`config.mk`:
```
export PLATFORM = sky130hd
export DESIGN_NAME = bridge_rx
export DESIGN_NICKNAME = d
export VERILOG_FILES = /design/src/rtl/bridge_pkg.sv /design/src/rtl/hex_decode.sv /design/src/rtl/bridge_rx.sv
export SDC_FILE = /design/constraint.sdc
export NUM_CORES = 1
export LEC_CHECK = 0
export BUFFER_PORTS_ARGS = -buffer_cell sky130_fd_sc_hd__buf_4
export CAP_MARGIN = 20
export CORE_ASPECT_RATIO = 0.9
export CORE_MARGIN = 10
export CORE_UTILIZATION = 55
export CTS_BUF_LIST = sky130_fd_sc_hd__clkbuf_4 sky130_fd_sc_hd__clkbuf_8
export DETAILED_ROUTE_END_ITERATION = 8
export HOLD_SLACK_MARGIN = 0.02
export PLACE_DENSITY = 0.88
export SLEW_MARGIN = 20
export SYNTH_ARGS = -nofsm -noshare
export SYNTH_HDL_FRONTEND = slang
export SYNTH_SLANG_ARGS = --single-unit
```
`constraint.sdc`:
```
create_clock -name clk -period 3.41 [get_ports clk]
set_input_delay 0.682 -clock clk [delete_from_list [all_inputs] [get_ports clk]]
set_output_delay 0.682 -clock clk [all_outputs]
set_load 0.03 [all_outputs]
```
`src/rtl/bridge_pkg.sv`:
```
// Shared definitions for the host-side bridge: bus width, ASCII tokens,
// receive FSM states and per-command digit counts.
package bridge_pkg;

   localparam int BUS_WIDTH = 16;

   localparam logic [7:0] ASCII_R  = 8'h52;
   localparam logic [7:0] ASCII_W  = 8'h57;
   localparam logic [7:0] ASCII_CR = 8'h0D;
   localparam logic [7:0] ASCII_LF = 8'h0A;

   localparam logic [3:0] RD_DIGITS = 4'd4;
   localparam logic [3:0] WR_DIGITS = 4'd8;

   typedef enum logic [1:0] {
      IDLE,
      READ,
      WRITE
   } rx_state_t;

   function automatic logic is_term(input logic [7:0] b);
      return (b == ASCII_CR) || (b == ASCII_LF);
   endfunction

endpackage

```
`src/rtl/hex_decode.sv`:
```
// Combinational ASCII hex digit decoder: byte in, nibble plus is_hex flag out.
// Accepts 0-9, A-F and a-f; any other byte yields is_hex_o = 0 and nibble 0.
module hex_decode (
   input  logic [7:0] data_i,
   output logic [3:0] nib_o,
   output logic       is_hex_o
);

   always_comb begin
      nib_o    = 4'h0;
      is_hex_o = 1'b0;
      if (data_i >= 8'h30 && data_i <= 8'h39) begin
         nib_o    = data_i[3:0];
         is_hex_o = 1'b1;
      end else if ((data_i >= 8'h41 && data_i <= 8'h46) ||
                   (data_i >= 8'h61 && data_i <= 8'h66)) begin
         // Low nibble of 'A'/'a' is 1, so +9 maps it to 10.
         nib_o    = data_i[3:0] + 4'd9;
         is_hex_o = 1'b1;
      end
   end

endmodule

```
`src/rtl/bridge_rx.sv`:
```
// Receive bridge: parses ASCII-hex "Raaaa" / "Waaaadddd" lines into one-cycle
// bus strobes. Optional dropped-message counter with BRIDGE_RX_ERR_CNT_EN.
module bridge_rx
   import bridge_pkg::*;
(
   input  logic                 clk,
   input  logic                 rst,
   input  logic [7:0]           data_i,
   input  logic                 valid_i,
   output logic [BUS_WIDTH-1:0] addr_o,
   output logic [BUS_WIDTH-1:0] wdata_o,
   output logic [BUS_WIDTH-1:0] rdata_o,
   output logic                 rw_o,
   output logic                 valid_o
`ifdef BRIDGE_RX_ERR_CNT_EN
   ,
   output logic [BUS_WIDTH-1:0] err_cnt_o
`endif
);

   localparam int SH_W = 2 * BUS_WIDTH;

   rx_state_t         state_q, state_d;
   logic [3:0]        cnt_q, cnt_d;
   logic [SH_W-1:0]   shift_q, shift_d;
   logic              rw_q, rw_d;
   logic [BUS_WIDTH-1:0] addr_q, wdata_q;
   logic              rw_out_q, valid_q;
   logic              issue, err;
   logic [3:0]        limit;
   logic [3:0]        nib;
   logic              is_hex;

   hex_decode u_hex (
      .data_i   (data_i),
      .nib_o    (nib),
      .is_hex_o (is_hex)
   );

   always_comb begin
      state_d = state_q;
      cnt_d   = cnt_q;
      shift_d = shift_q;
      rw_d    = rw_q;
      issue   = 1'b0;
      err     = 1'b0;
      limit   = (state_q == WRITE) ? WR_DIGITS : RD_DIGITS;
      if (valid_i) begin
         unique case (state_q)
            IDLE: begin
               if (data_i == ASCII_R) begin
                  state_d = READ;
                  cnt_d   = 4'd0;
                  rw_d    = 1'b0;
               end else if (data_i == ASCII_W) begin
                  state_d = WRITE;
                  cnt_d   = 4'd0;
                  rw_d    = 1'b1;
               end else if (!is_term(data_i)) begin
                  err = 1'b1;
               end
            end
            READ, WRITE: begin
               if (is_hex && cnt_q < limit) begin
                  shift_d = {shift_q[SH_W-5:0], nib};
                  cnt_d   = cnt_q + 4'd1;
               end else if (is_term(data_i) && cnt_q == limit) begin
                  issue = 1'b1;
               end else begin
                  err = 1'b1;
               end
            end
            default: err = 1'b1;
         endcase
      end
      // Both a completed message and a dropped one resume parsing from IDLE.
      if (issue || err) state_d = IDLE;
   end

   always_ff @(posedge clk or posedge rst) begin
      if (rst) begin
         state_q  <= IDLE;
         cnt_q    <= 4'd0;
         shift_q  <= '0;
         rw_q     <= 1'b0;
         addr_q   <= '0;
         wdata_q  <= '0;
         rw_out_q <= 1'b0;
         valid_q  <= 1'b0;
      end else begin
         state_q <= state_d;
         cnt_q   <= cnt_d;
         shift_q <= shift_d;
         rw_q    <= rw_d;
         valid_q <= issue;
         if (issue) begin
            rw_out_q <= rw_q;
            if (rw_q) begin
               addr_q  <= shift_q[SH_W-1:BUS_WIDTH];
               wdata_q <= shift_q[BUS_WIDTH-1:0];
            end else begin
               addr_q  <= shift_q[BUS_WIDTH-1:0];
            end
         end
      end
   end

   assign addr_o  = addr_q;
   assign wdata_o = wdata_q;
   assign rdata_o = '0;
   assign rw_o    = rw_out_q;
   assign valid_o = valid_q;

`ifdef BRIDGE_RX_ERR_CNT_EN
   logic [BUS_WIDTH-1:0] err_cnt_q;

   always_ff @(posedge clk or posedge rst) begin
      if (rst) begin
         err_cnt_q <= '0;
      end else if (err && err_cnt_q != {BUS_WIDTH{1'b1}}) begin
         err_cnt_q <= err_cnt_q + BUS_WIDTH'(1);
      end
   end

   assign err_cnt_o = err_cnt_q;
`endif

endmodule

```
Word level (Yosys, flattened, before mapping)
Index checks and enable logic that the tools add are counted.
- input port bits: 11
- output and inout bits: 50
- bits in registers: 73
- logic and storage cells: 74
- add/sub/neg operators: 2
- muxes and demuxes: 28
- eq/ne operators: 9
- reductions and logical operators: 20
- magnitude comparators: 7
- operator list (operator ; number):
    4-bit two-way mux ; 6
    8-bit by 4-bit equality test with 1-bit output (second input constant) ; 2
    8-bit by 7-bit equality test with 1-bit output (second input constant) ; 2
    8-bit by 7-bit greater-or-equal comparator with 1-bit output (second input constant) ; 2
    8-bit by 7-bit less-or-equal comparator with 1-bit output (second input constant) ; 2
    16-bit two-way mux ; 1
    1-bit two-way mux ; 14
    2-bit two-way mux ; 5
    3-bit AND reduction ; 3
    8-bit by 6-bit greater-or-equal comparator with 1-bit output (second input constant) ; 1
    8-bit by 6-bit less-or-equal comparator with 1-bit output (second input constant) ; 1
    4-bit case mux with 2 select lines ; 1
    2-bit nonzero test ; 4
    1-bit logical AND ; 5
    4-bit by 1-bit adder with 4-bit output (second input constant) ; 1
    4-bit adder (second input constant) ; 1
    4-bit equality test ; 1
    4-bit less-than comparator ; 1
    4-bit AND reduction ; 1
    1-bit logical OR ; 3
    3-bit != test (second input constant) ; 1
    3-bit nonzero test ; 1
    2-bit by 1-bit equality test with 1-bit output (second input constant) ; 1
    2-bit equality test (second input constant) ; 1
    5 further kinds ; 5

Logic depth before layout (Yosys ltp)
Gate-level depths: netlist of the first run.
- depth in word-level cells: 12
- depth in mapped cells: 11
- gate-level depth less buffers: 9

Cells and area by module
From an unflattened synthesis of the first run, not the netlist that was laid out.
- cell total of the unflattened synthesis: 270
- area, all modules: 3609.7 µm²
- by module, submodules not included (module ; cells an instance ; seq. area each (µm²) ; area an instance (µm²) ; times used):
    bridge_rx ; 245 ; 1826.8 ; 3405.8 ; 1
    hex_decode ; 25 ; 0.0 ; 203.9 ; 1

Least setup slack after synthesis of the first run
Ideal clock, no wire load.
- path type: input to register
- from: in data_i[7]
- to: reg wdata_q[0], in the netlist wdata_o[0]
- setup slack: 0.837 ns
- data required time: 3.282 ns
- cell stages on the path: 6
- setup time: 0.128 ns
- arrival: 2.445 ns
- path buffers: 1
- path through: or4bb_1 a2111oi_2 a2111oi_4 nand2_4 buf_6 mux2_1
- cells in the longest elaborated chain, start to end: 10
- elaborated cells on any way between the ends: 22
- those cells by class: order compare (6); eq/ne (2); mux (6); reduce/logical (8)
- ends and longest elaborated chain (item ; line ; text):
    start: declaration ; bridge_rx.sv:8 ; input logic [7:0] data_i,
    8-bit by 7-bit greater-or-equal comparator with 1-bit output (tied with other cells) ; hex_decode.sv:15 ; end else if ((data_i >= 8'h41 && data_i <= 8'h46) ||
    1-bit logical AND, on equally long branches ; hex_decode.sv:15, hex_decode.sv:16 ;
    1-bit logical OR ; hex_decode.sv:15 ;
    1-bit two-way mux ; hex_decode.sv:15 ;
    1-bit two-way mux ; hex_decode.sv:12 ; if (data_i >= 8'h30 && data_i <= 8'h39) begin
    1-bit logical AND ; bridge_rx.sv:64 ; if (is_hex && cnt_q < limit) begin
    1-bit two-way mux (*) ; bridge_rx.sv:64 ;
    1-bit two-way mux (*) ; bridge_rx.sv:49 ; unique case (state_q)
    1-bit two-way mux (*) ; bridge_rx.sv:48 ; if (valid_i) begin
    2-bit AND reduction (no line) (*) ; - ;
    end signal: assignment ; bridge_rx.sv:100 ; wdata_q <= shift_q[BUS_WIDTH-1:0];
    end: declaration ; bridge_rx.sv:27 ; logic [BUS_WIDTH-1:0] addr_q, wdata_q;
Every way passes the cells marked *; elsewhere a longest branch is shown, timed or not.
A chain may end at the register's enable or synchronous reset.

Final worst setup path of the first run
- from: in data_i[3]
- to: reg shift_q[18]
- cells in the longest elaborated chain, start to end: 7
- elaborated cells on any way between the ends: 14
- those cells by class: order compare (6); mux (2); reduce/logical (6)
- ends and longest elaborated chain (item ; line ; text):
    8-bit by 7-bit greater-or-equal comparator with 1-bit output (tied with other cells) ; hex_decode.sv:15 ;
    1-bit logical AND, on equally long branches ; hex_decode.sv:15, hex_decode.sv:16 ;
    1-bit logical OR ; hex_decode.sv:15 ;
    1-bit two-way mux ; hex_decode.sv:15 ;
    1-bit two-way mux (*) ; hex_decode.sv:12 ;
    1-bit logical AND (*) ; bridge_rx.sv:64 ;
    3-bit AND reduction (no line) (*) ; - ;
    end signal: assignment ; bridge_rx.sv:93 ; shift_q <= shift_d;
    end: declaration ; bridge_rx.sv:25 ; logic [SH_W-1:0] shift_q, shift_d;
Marks and branches as above.

==> results by stage, run 1 <==
Drt:
- Detailed routing inserted a total of 2232 vias.
- The number of DRC violations after detailed-routing iteration 0 is 115.
- The number of DRC violations after detailed routing is 0.
- The iteration count of the initial detailed-routing pass is 4.
- The average wire length per cell after detail routing is 16.82 um.
- Once detail routing completed, the nets flagged for antenna violations numbered 0.
- The average vias per placed instance is 5.264.
- The total length of routed wires is 7133 um.

Final layout:
- The number of antenna diodes in the final layout is 0.
- The count of non-filler cells in the finished layout is 424.
- The area of all placed cells without fillers is 4088 um^2.
- Compared with the post-synthesis result, the final layout area differs by 16.93%.
- The fraction of layout cells with a size suffix above 1 is 26.11%.
- The net count of the finished layout is 354.

Min path:
- The worst hold path belongs to the class in -> async.

Clocking:
- The total number of clock tree sinks is 73.
- The clock passes through at most 2 buffers.
- The clock input transition at the sequential cells of the worst setup and hold paths is 0.08 ns.
- The root buffer cell chosen for the clock tree is sky130_fd_sc_hd__clkbuf_8.
- Once the clock tree was built, the setup fixing pass inserted 0 buffers.
- TritonCTS built the clock tree.
- The later pin in the worst-skew pair is clocked with a latency of 0.34 ns.
- The maximum level of the CTS H-tree is 3.
- The hold-fix buffer count after cts is 0.
- The number of clock buffers added by TritonCTS is 9.
- The post-cts resize count is 0.

Setup path:
- The slowest cell on the critical path is sky130_fd_sc_hd__or4b_4.
- The signal on the critical path passes through buf_4 -> or4b_4 -> a311oi_4 -> o2111a_1 -> buf_4 -> mux2_1.
- At the worst endpoint, the arrival time is 2.77 ns.
- At the worst endpoint, the required time is 3.62 ns.
- By startpoint and endpoint, the worst setup path is classified as in -> reg.
- The reg-to-reg setup timing slack is 0.86 ns.
- Measured in cells, the most critical reg-to-reg path has a length of 9.
- Broken down by cell family, the worst path's largest delay share belongs to compound AO/OA/AOI/OAI gates.
- The most critical setup path has its endpoint at shift_q[18]$_DFFE_PP0P_.
- The category of the worst setup path launch point is an input pin.
- Counting stages on the worst path, the most repeated cell is sky130_fd_sc_hd__buf_4.
- The critical path depth is 6.
- The endpoint class of the critical path is a flip-flop.
- Along the worst path, the maximum fanout reaches 36.
- The launch point of the worst reg-to-reg path is state_q[0]$_DFFE_PP0P_.
- In this design, the stage delay of the slowest critical-path cell is 0.55 ns.
- The origin of the worst setup path is data_i[3].
- The count of buffering cells on the critical path with inverters included is 2.
- The endpoint of the worst-slack reg-to-reg timing path is wdata_o[7]$_DFFE_PP0P_.

Logic synthesis:
- Synthesis produced a netlist whose cell count is 283.
- In this run the mean area of a mapped cell was 12.35 um^2.
- After synthesis, the largest area contributor takes up 52.25% of total cell area.
- The number of warnings reported in the yosys synthesis log is 0.
- By count the netlist is led by sky130_fd_sc_hd__dfrtp_1, sky130_fd_sc_hd__mux2_1, sky130_fd_sc_hd__nor2_1.
- In this run the cell area of the synthesized design comes to 3496 um^2.
- The cell with the most instances after synthesis is sky130_fd_sc_hd__dfrtp_1.
- The leading register cell type out of synthesis is sky130_fd_sc_hd__dfrtp_1.
- Sorting the synthesized cells by area gives the leading types as sky130_fd_sc_hd__dfrtp_1, sky130_fd_sc_hd__mux2_1, sky130_fd_sc_hd__mux2_2.
- Sequential elements use 52.25% of the synthesized area.
- The synthesized design contains 73 register bits.
- The share of flip-flops with an asynchronous set or reset is 100.0%.
- The synthesized netlist contains 46 unique library cells.
- Yosys mapped a number of flops with a built-in enable equal to 0.
- The largest total area in the synthesized netlist belongs to sky130_fd_sc_hd__dfrtp_1.

Pwr:
- The total power is 1.815 mW.
- Across the VDD grid, the largest voltage drop is 217.1 uV.
- The leakage power figure is 2.104 nW.
- The power density over the cells is 444.0 nW/um^2.

STA:
- The final number of setup-violating endpoints is 0.
- The maximum clock frequency is 0.3919 GHz.
- The number of pins exceeding their max-slew limit in the final report is 0.
- The post-layout minimum cycle time is 2.552 ns.
- The share of the clock period used by the worst path is 74.83%.
- Across all hold checks on the routed design, the worst slack comes to 0.4240 ns.
- Setup repair after global routing left no endpoint under its margin.
- The transition time of the tightest slew-check pin is 0.6414 ns.
- The number of failing hold endpoints at the final stage is 0.
- Headroom to the max-slew limit came out at 57.17%.
- After routing, the total negative slack on setup checks comes to 0 ns.
- The final worst clock skew is 0.01293 ns.

Placement:
- The instance area at placement is 3837 um^2.
- The post-detailed-placement half-perimeter wirelength is 5037 um.
- The cell total after placement is 408.
- The routability congestion estimate is 0.8476.
- Input and output buffers added on the ports amount to 44.

Global route:
- Entering global routing, the biggest net connects 37 pins.
- The initial antenna violation count is 0.
- In the global route stage, overall resource usage came out at 14.49%.
- The overall overflow remaining after global route is 0.
- The first global-routing pass estimated 11700 um of wire.
- The number of global-route vias before repair was 2360.

Job:
- The tool flagged a number of max-cap violations equal to 0.

Die:
- The overall die height is 95.64 um.
- During I/O placement, the number of pins put on the boundary was 61.
- For this configuration, the core starts out at a cell density of 56.86%.
- The core region is 6148 um^2.
- The die is 104.0 um wide.
- The initialized floorplan defines 27 standard-cell rows.
- The area of the die is 9949 um^2.

Status:
- The run finished with clean final reports.
[per-layer routing]
metal | part of all wire [%] | GRT usage [%]
met4 | 0.71 | 4.514
met2 | 51 | 25.26
met1 | 44 | 16.89
met5 | 0 | 0
met3 | 4.5 | 4.653
[power by group]
part / internal [mW] / switching (mW) / leakage, nW / total, mW
clock: 0.508 / 0.318 / 0.127 / 0.827
combinational: 0.0345 / 0.0803 / 0.963 / 0.115
sequential: 0.870 / 0.00378 / 1.01 / 0.873
total: 1.41 / 0.402 / 2.10 / 1.81
[cell type report]
class                   count  area (um^2)
clock buffers              10        137.6
repair buffers             50        375.4
fillers                   473         2061
inverters                  13        48.80
clock inverters             6        112.6
flip-flops and latches     73         1827
well taps                  87        108.9
multi-input cells         185         1478
[registers in the layout (all words and copies together), names as in the netlist]
name     count
cnt_q        4
valid_o      1
wdata_o     16
rw_q         1
rw_o         1
addr_o      16
shift_q     32
state_q      2
[cell usage in the layout, fill, tap and decap left out, types with 2 or more instances in the layout]
master,netlist,routed
sky130_fd_sc_hd__a21oi_1,21,21
sky130_fd_sc_hd__a22oi_1,2,2
sky130_fd_sc_hd__a31oi_1,3,3
sky130_fd_sc_hd__and4_1,2,2
sky130_fd_sc_hd__buf_4,18,50
sky130_fd_sc_hd__bufinv_16,0,3
sky130_fd_sc_hd__clkbuf_8,0,10
sky130_fd_sc_hd__conb_1,1,16
sky130_fd_sc_hd__dfrtp_1,73,73
sky130_fd_sc_hd__ha_1,11,11
sky130_fd_sc_hd__inv_1,13,12
sky130_fd_sc_hd__mux2_1,31,31
sky130_fd_sc_hd__mux2_2,15,15
sky130_fd_sc_hd__mux2i_1,16,16
sky130_fd_sc_hd__nand2_1,4,4
sky130_fd_sc_hd__nand3_1,4,4
sky130_fd_sc_hd__nand4_1,2,2
sky130_fd_sc_hd__nor2_1,22,22
sky130_fd_sc_hd__nor2b_1,3,3
sky130_fd_sc_hd__o211ai_1,2,2
sky130_fd_sc_hd__o21ai_0,6,6
sky130_fd_sc_hd__or4_1,2,2
[metrics by stage]
step	setup WS [ns]	utilization [%]
after CTS	0.8433	66.48
after floorplan	0.8371	-
final	0.8584	66.48
after detailed placement	0.5283	62.41
after global routing	0.6722	66.48
after global placement	0.5681	62.41
[worst min path at each step]
stage | endpoint | slack, ns | cells after the start
after detailed placement | shift_q[31]$_DFFE_PP0P_ | 0.48 | 1
after CTS | shift_q[28]$_DFFE_PP0P_ | 0.43 | 2
after floorplan | shift_q[28]$_DFFE_PP0P_ | 0.46 | 1
after global routing | addr_o[12]$_DFFE_PP0P_ | 0.46 | 2
after global placement | shift_q[31]$_DFFE_PP0P_ | 0.47 | 1
final | wdata_o[12]$_DFFE_PP0P_ | 0.42 | 2
[cell families (layout without fill, tap and decap cells)]
logic type               after synthesis  after routing  synth area share, %
AO/OA/AOI/OAI                         45             45                9.127
XOR/XNOR                               1              1               0.2506
adder cells (fa/ha/maj)               11             11                3.937
buffers and inverters                 40             79                7.086
flip-flops                            73             73                52.25
multiplexers                          62             62                19.40
other                                  1             16               0.1073
AND/OR/NAND/NOR                       50             50                7.838
Power figures use the tool's default switching activity.
==> run 2: changes to the inputs <==
Clock period 3.41 ns to 2.65 ns, I/O delays scaled along.
==> run 2 against run 1 <==
Effect of this change:
- clock skew is 0.0030 ns lower
- total power is 23% higher
- global-route usage is 0.064 points lower
- wire length is 0.34% higher
- core utilization is 0.22 points higher
- count of clock-buffer cells in the layout stayed put
- critical path type is now reg -> reg
- highest routed layer unchanged
==> results by stage, run 2 (synthesized netlist as in run 1, its figures left out) <==
Die:
- The die width is 104.0 um.
- The overall die height is 95.64 um.
- The starting utilization of the core area is 56.86%.
- The total area inside the core boundary comes to 6148 um^2.
- The area of the die is 9949 um^2.
- The placement row count is 27.
- The top-level port count is 61.

Clocking:
- Buffers inserted to repair hold after CTS numbered 0.
- Counting along the longest clock path gives a buffer depth of 2.
- The buffer type at the clock tree root is sky130_fd_sc_hd__clkbuf_8.
- The number of buffers created by CTS is 9.
- CTS built an H-tree with a depth of 3.
- The clock net in this run drives a total of 73 sinks.
- The clock input transition at the sequential cells of the worst setup and hold paths is 0.08 ns.
- TritonCTS built the clock tree.
- The insertion delay to the later sink of the worst-skew pair is 0.35 ns.

Global route:
- The first global-routing pass estimated 11610 um of wire.
- The overall overflow remaining after global route is 0.
- Global routing consumed, over all layers together, 14.43% of the routing resources.
- The initial antenna violation count was 0.
- Entering global routing, the biggest net connects 74 pins.
- The number of global-route vias before repair is 2344.

Setup path:
- The required arrival time at the worst endpoint is 2.88 ns.
- The most critical setup path has its endpoint at wdata_o[10]$_DFFE_PP0P_.
- The category of the worst setup path launch point is a flip-flop.
- Of all nets on the critical path, the largest fanout is 8.
- The endpoint of the worst-slack reg-to-reg timing path is wdata_o[10]$_DFFE_PP0P_.
- For the worst flop-to-flop path, the logic depth is 10.
- In this design, the stage delay of the slowest critical-path cell is 0.41 ns.
- Walking the worst path, the cells encountered are inv_1 -> ha_1 -> inv_1 -> ha_1 -> nor2b_1 -> nor3_1 -> a2111oi_4 -> buf_4 -> nand2_2 -> mux2_2.
- The worst register-to-register path begins at state_q[0]$_DFFE_PP0P_.
- STA classifies the critical path endpoint as a flip-flop.
- The critical path contains buffers and inverters numbering 3 combined.
- The origin of the worst setup path is state_q[0]$_DFFE_PP0P_.
- The cell class contributing the biggest share of worst-path delay is simple AND/OR/NAND/NOR gates.
- The worst setup path is of the reg -> reg kind.
- The critical path depth is 10.
- The worst register-to-register path has a setup slack of 0.1 ns.
- Data on the critical path arrives at its endpoint at 2.78 ns.
- The largest individual stage delay along the critical path comes from the cell sky130_fd_sc_hd__nor3_1.

STA:
- Between clock sinks in the finished design, the worst skew comes to 0.009963 ns.
- Setup violations remaining at the end of the flow were counted as 0.
- The number of pins exceeding their max-slew limit in the final report is 0.
- For this run, the top clock speed supported by timing is 0.3921 GHz.
- Across all setup checks in the final design, the least slack found is 0.09940 ns.
- The worst hold-check slack is 0.2619 ns.
- The number of failing hold endpoints at the final stage was 0.
- The smallest clock period supported by the final layout is computed as 2.551 ns.
- In the finished design, the share of the clock period the worst path needs comes to 96.25%.

Pwr:
- Across the VDD grid, the largest voltage drop is 267.9 uV.
- In this run the power spent charging and discharging nets is 0.5259 mW.
- Dividing total power by cell area gives a power density of 545.1 nW/um^2.
- In this run switching power makes up 23.52% of total power.
- The design draws 2.236 mW.
- The clock network is responsible for 43.0% of the overall power.
- The leakage power figure is 2.102 nW.
- The internal power summed over all cells is 1.710 mW.
- The combinational power share is 6.6%.
- Sequential cells account for 50.4% of the total power.

Final layout:
- The commonest non-fill, non-tap cell in the layout is sky130_fd_sc_hd__dfrtp_1.
- The top register by number of flip-flops is shift_q.
- The net count of the finished layout is 356.
- Compared with the post-synthesis result, the final layout area differs by 17.32%.
- The fraction of layout cells with a size suffix above 1 is 26.55%.
- In the layout the commonest cells are sky130_fd_sc_hd__dfrtp_1, sky130_fd_sc_hd__buf_4, sky130_fd_sc_hd__mux2_1, sky130_fd_sc_hd__nor2_1, sky130_fd_sc_hd__a21oi_1.
- The area of all placed cells without fillers is 4101 um^2.
- The number of flip-flops under the largest register name is 32.
- The repair_antennas step left the layout with diodes totalling 0.
- Cells fill 66.71% of the core in the end.

Drt:
- The count of antenna-violating nets left after detailed routing is 0.
- The average wire length per cell after detail routing is 16.80 um.
- The pre-antenna-repair detailed-routing pass consisted of 4 iterations.
- The number of DRC violations after detailed routing is 0.
- The routed layout has 2262 vias.
- The average vias per placed instance is 5.310.
- The total length of routed wires is 7157 um.
- After the first detailed-routing iteration, the DRC count stood at 109.

Placement:
- After detailed placement, the total cell area comes to 3862 um^2.
- The worst setup timing slack at the placement stage is 0.05435 ns.
- Buffers placed on the I/O ports in this run total 44.
- At the end of routability-driven placement, the weighted congestion stood at 0.8440.
- Detailed placement ended at an HPWL of 4947 um.

Status:
- The run finished with clean final reports.

Job:
- The number of max-capacitance violations reported is 0.

Min path:
- The class of the most critical hold timing path is in -> async.
## run 2: per-stage QoR
step,setup TNS [ns],std cells
final,0,426
after global routing,-0.004737,426
after CTS,0,424
after detailed placement,0,408
after global placement,0,408
after floorplan,0,298
## run 2: how the worst min path moves through the flow
| stage | end | depth (start not counted) | slack (ns) | start |
|---|---|---|---|---|
| final | shift_q[24]$_DFFE_PP0P_ | 3 | 0.26 | rst |
| after global routing | addr_o[11]$_DFFE_PP0P_ | 3 | 0.28 | rst |
| after floorplan | shift_q[28]$_DFFE_PP0P_ | 1 | 0.46 | shift_q[28]$_DFFE_PP0P_ |
| after CTS | shift_q[24]$_DFFE_PP0P_ | 3 | 0.27 | rst |
| after detailed placement | shift_q[30]$_DFFE_PP0P_ | 1 | 0.48 | shift_q[30]$_DFFE_PP0P_ |
| after global placement | shift_q[30]$_DFFE_PP0P_ | 1 | 0.47 | shift_q[30]$_DFFE_PP0P_ |
## run 2: power groups by stage
stage / clock, mW / combinational (mW) / sequential, mW
after global routing: 1.03 / 0.160 / 1.13
final: 0.961 / 0.147 / 1.13
after CTS: 0.976 / 0.147 / 1.13
after detailed placement: 0 / 0.147 / 1.15
after floorplan: 0 / 0.126 / 1.14
after global placement: 0 / 0.143 / 1.15
## run 2: cell type report
class	count	area, um^2
fillers	481	2047
clock buffers	10	131.4
multi-input cells	186	1484
flip-flops and latches	73	1827
well taps	87	108.9
repair buffers	51	411.6
clock inverters	6	90.09
inverters	13	48.80
## run 2: layer usage
layer | track usage [%] | wire length [um] | vias to the layer above
met2 | 25.11 | 3562 | 59
met5 | 0 | 0 | -
met1 | 15.84 | 3059 | 1113
li1 | - | - | 1077
met3 | 5.866 | 426 | 13
met4 | 5.208 | 109 | 0
## run 2: what timing repair did
action / in CTS / in global routing
gates resized for setup: 0 / 1
setup buffers: 0 / 1
setup endpoints to repair: 0 / 33
hold endpoints to repair: 0 / 0
## run 2: worst reg2reg max path: stages, from the launching register on
cell                        delay [ns]
sky130_fd_sc_hd__dfrtp_1          0.38
sky130_fd_sc_hd__inv_1            0.10
sky130_fd_sc_hd__ha_1             0.16
sky130_fd_sc_hd__inv_1            0.06
sky130_fd_sc_hd__ha_1             0.28
sky130_fd_sc_hd__nor2b_1          0.17
sky130_fd_sc_hd__nor3_1           0.41
sky130_fd_sc_hd__a2111oi_4        0.14
sky130_fd_sc_hd__buf_4            0.19
sky130_fd_sc_hd__nand2_2          0.17
sky130_fd_sc_hd__mux2_2           0.37
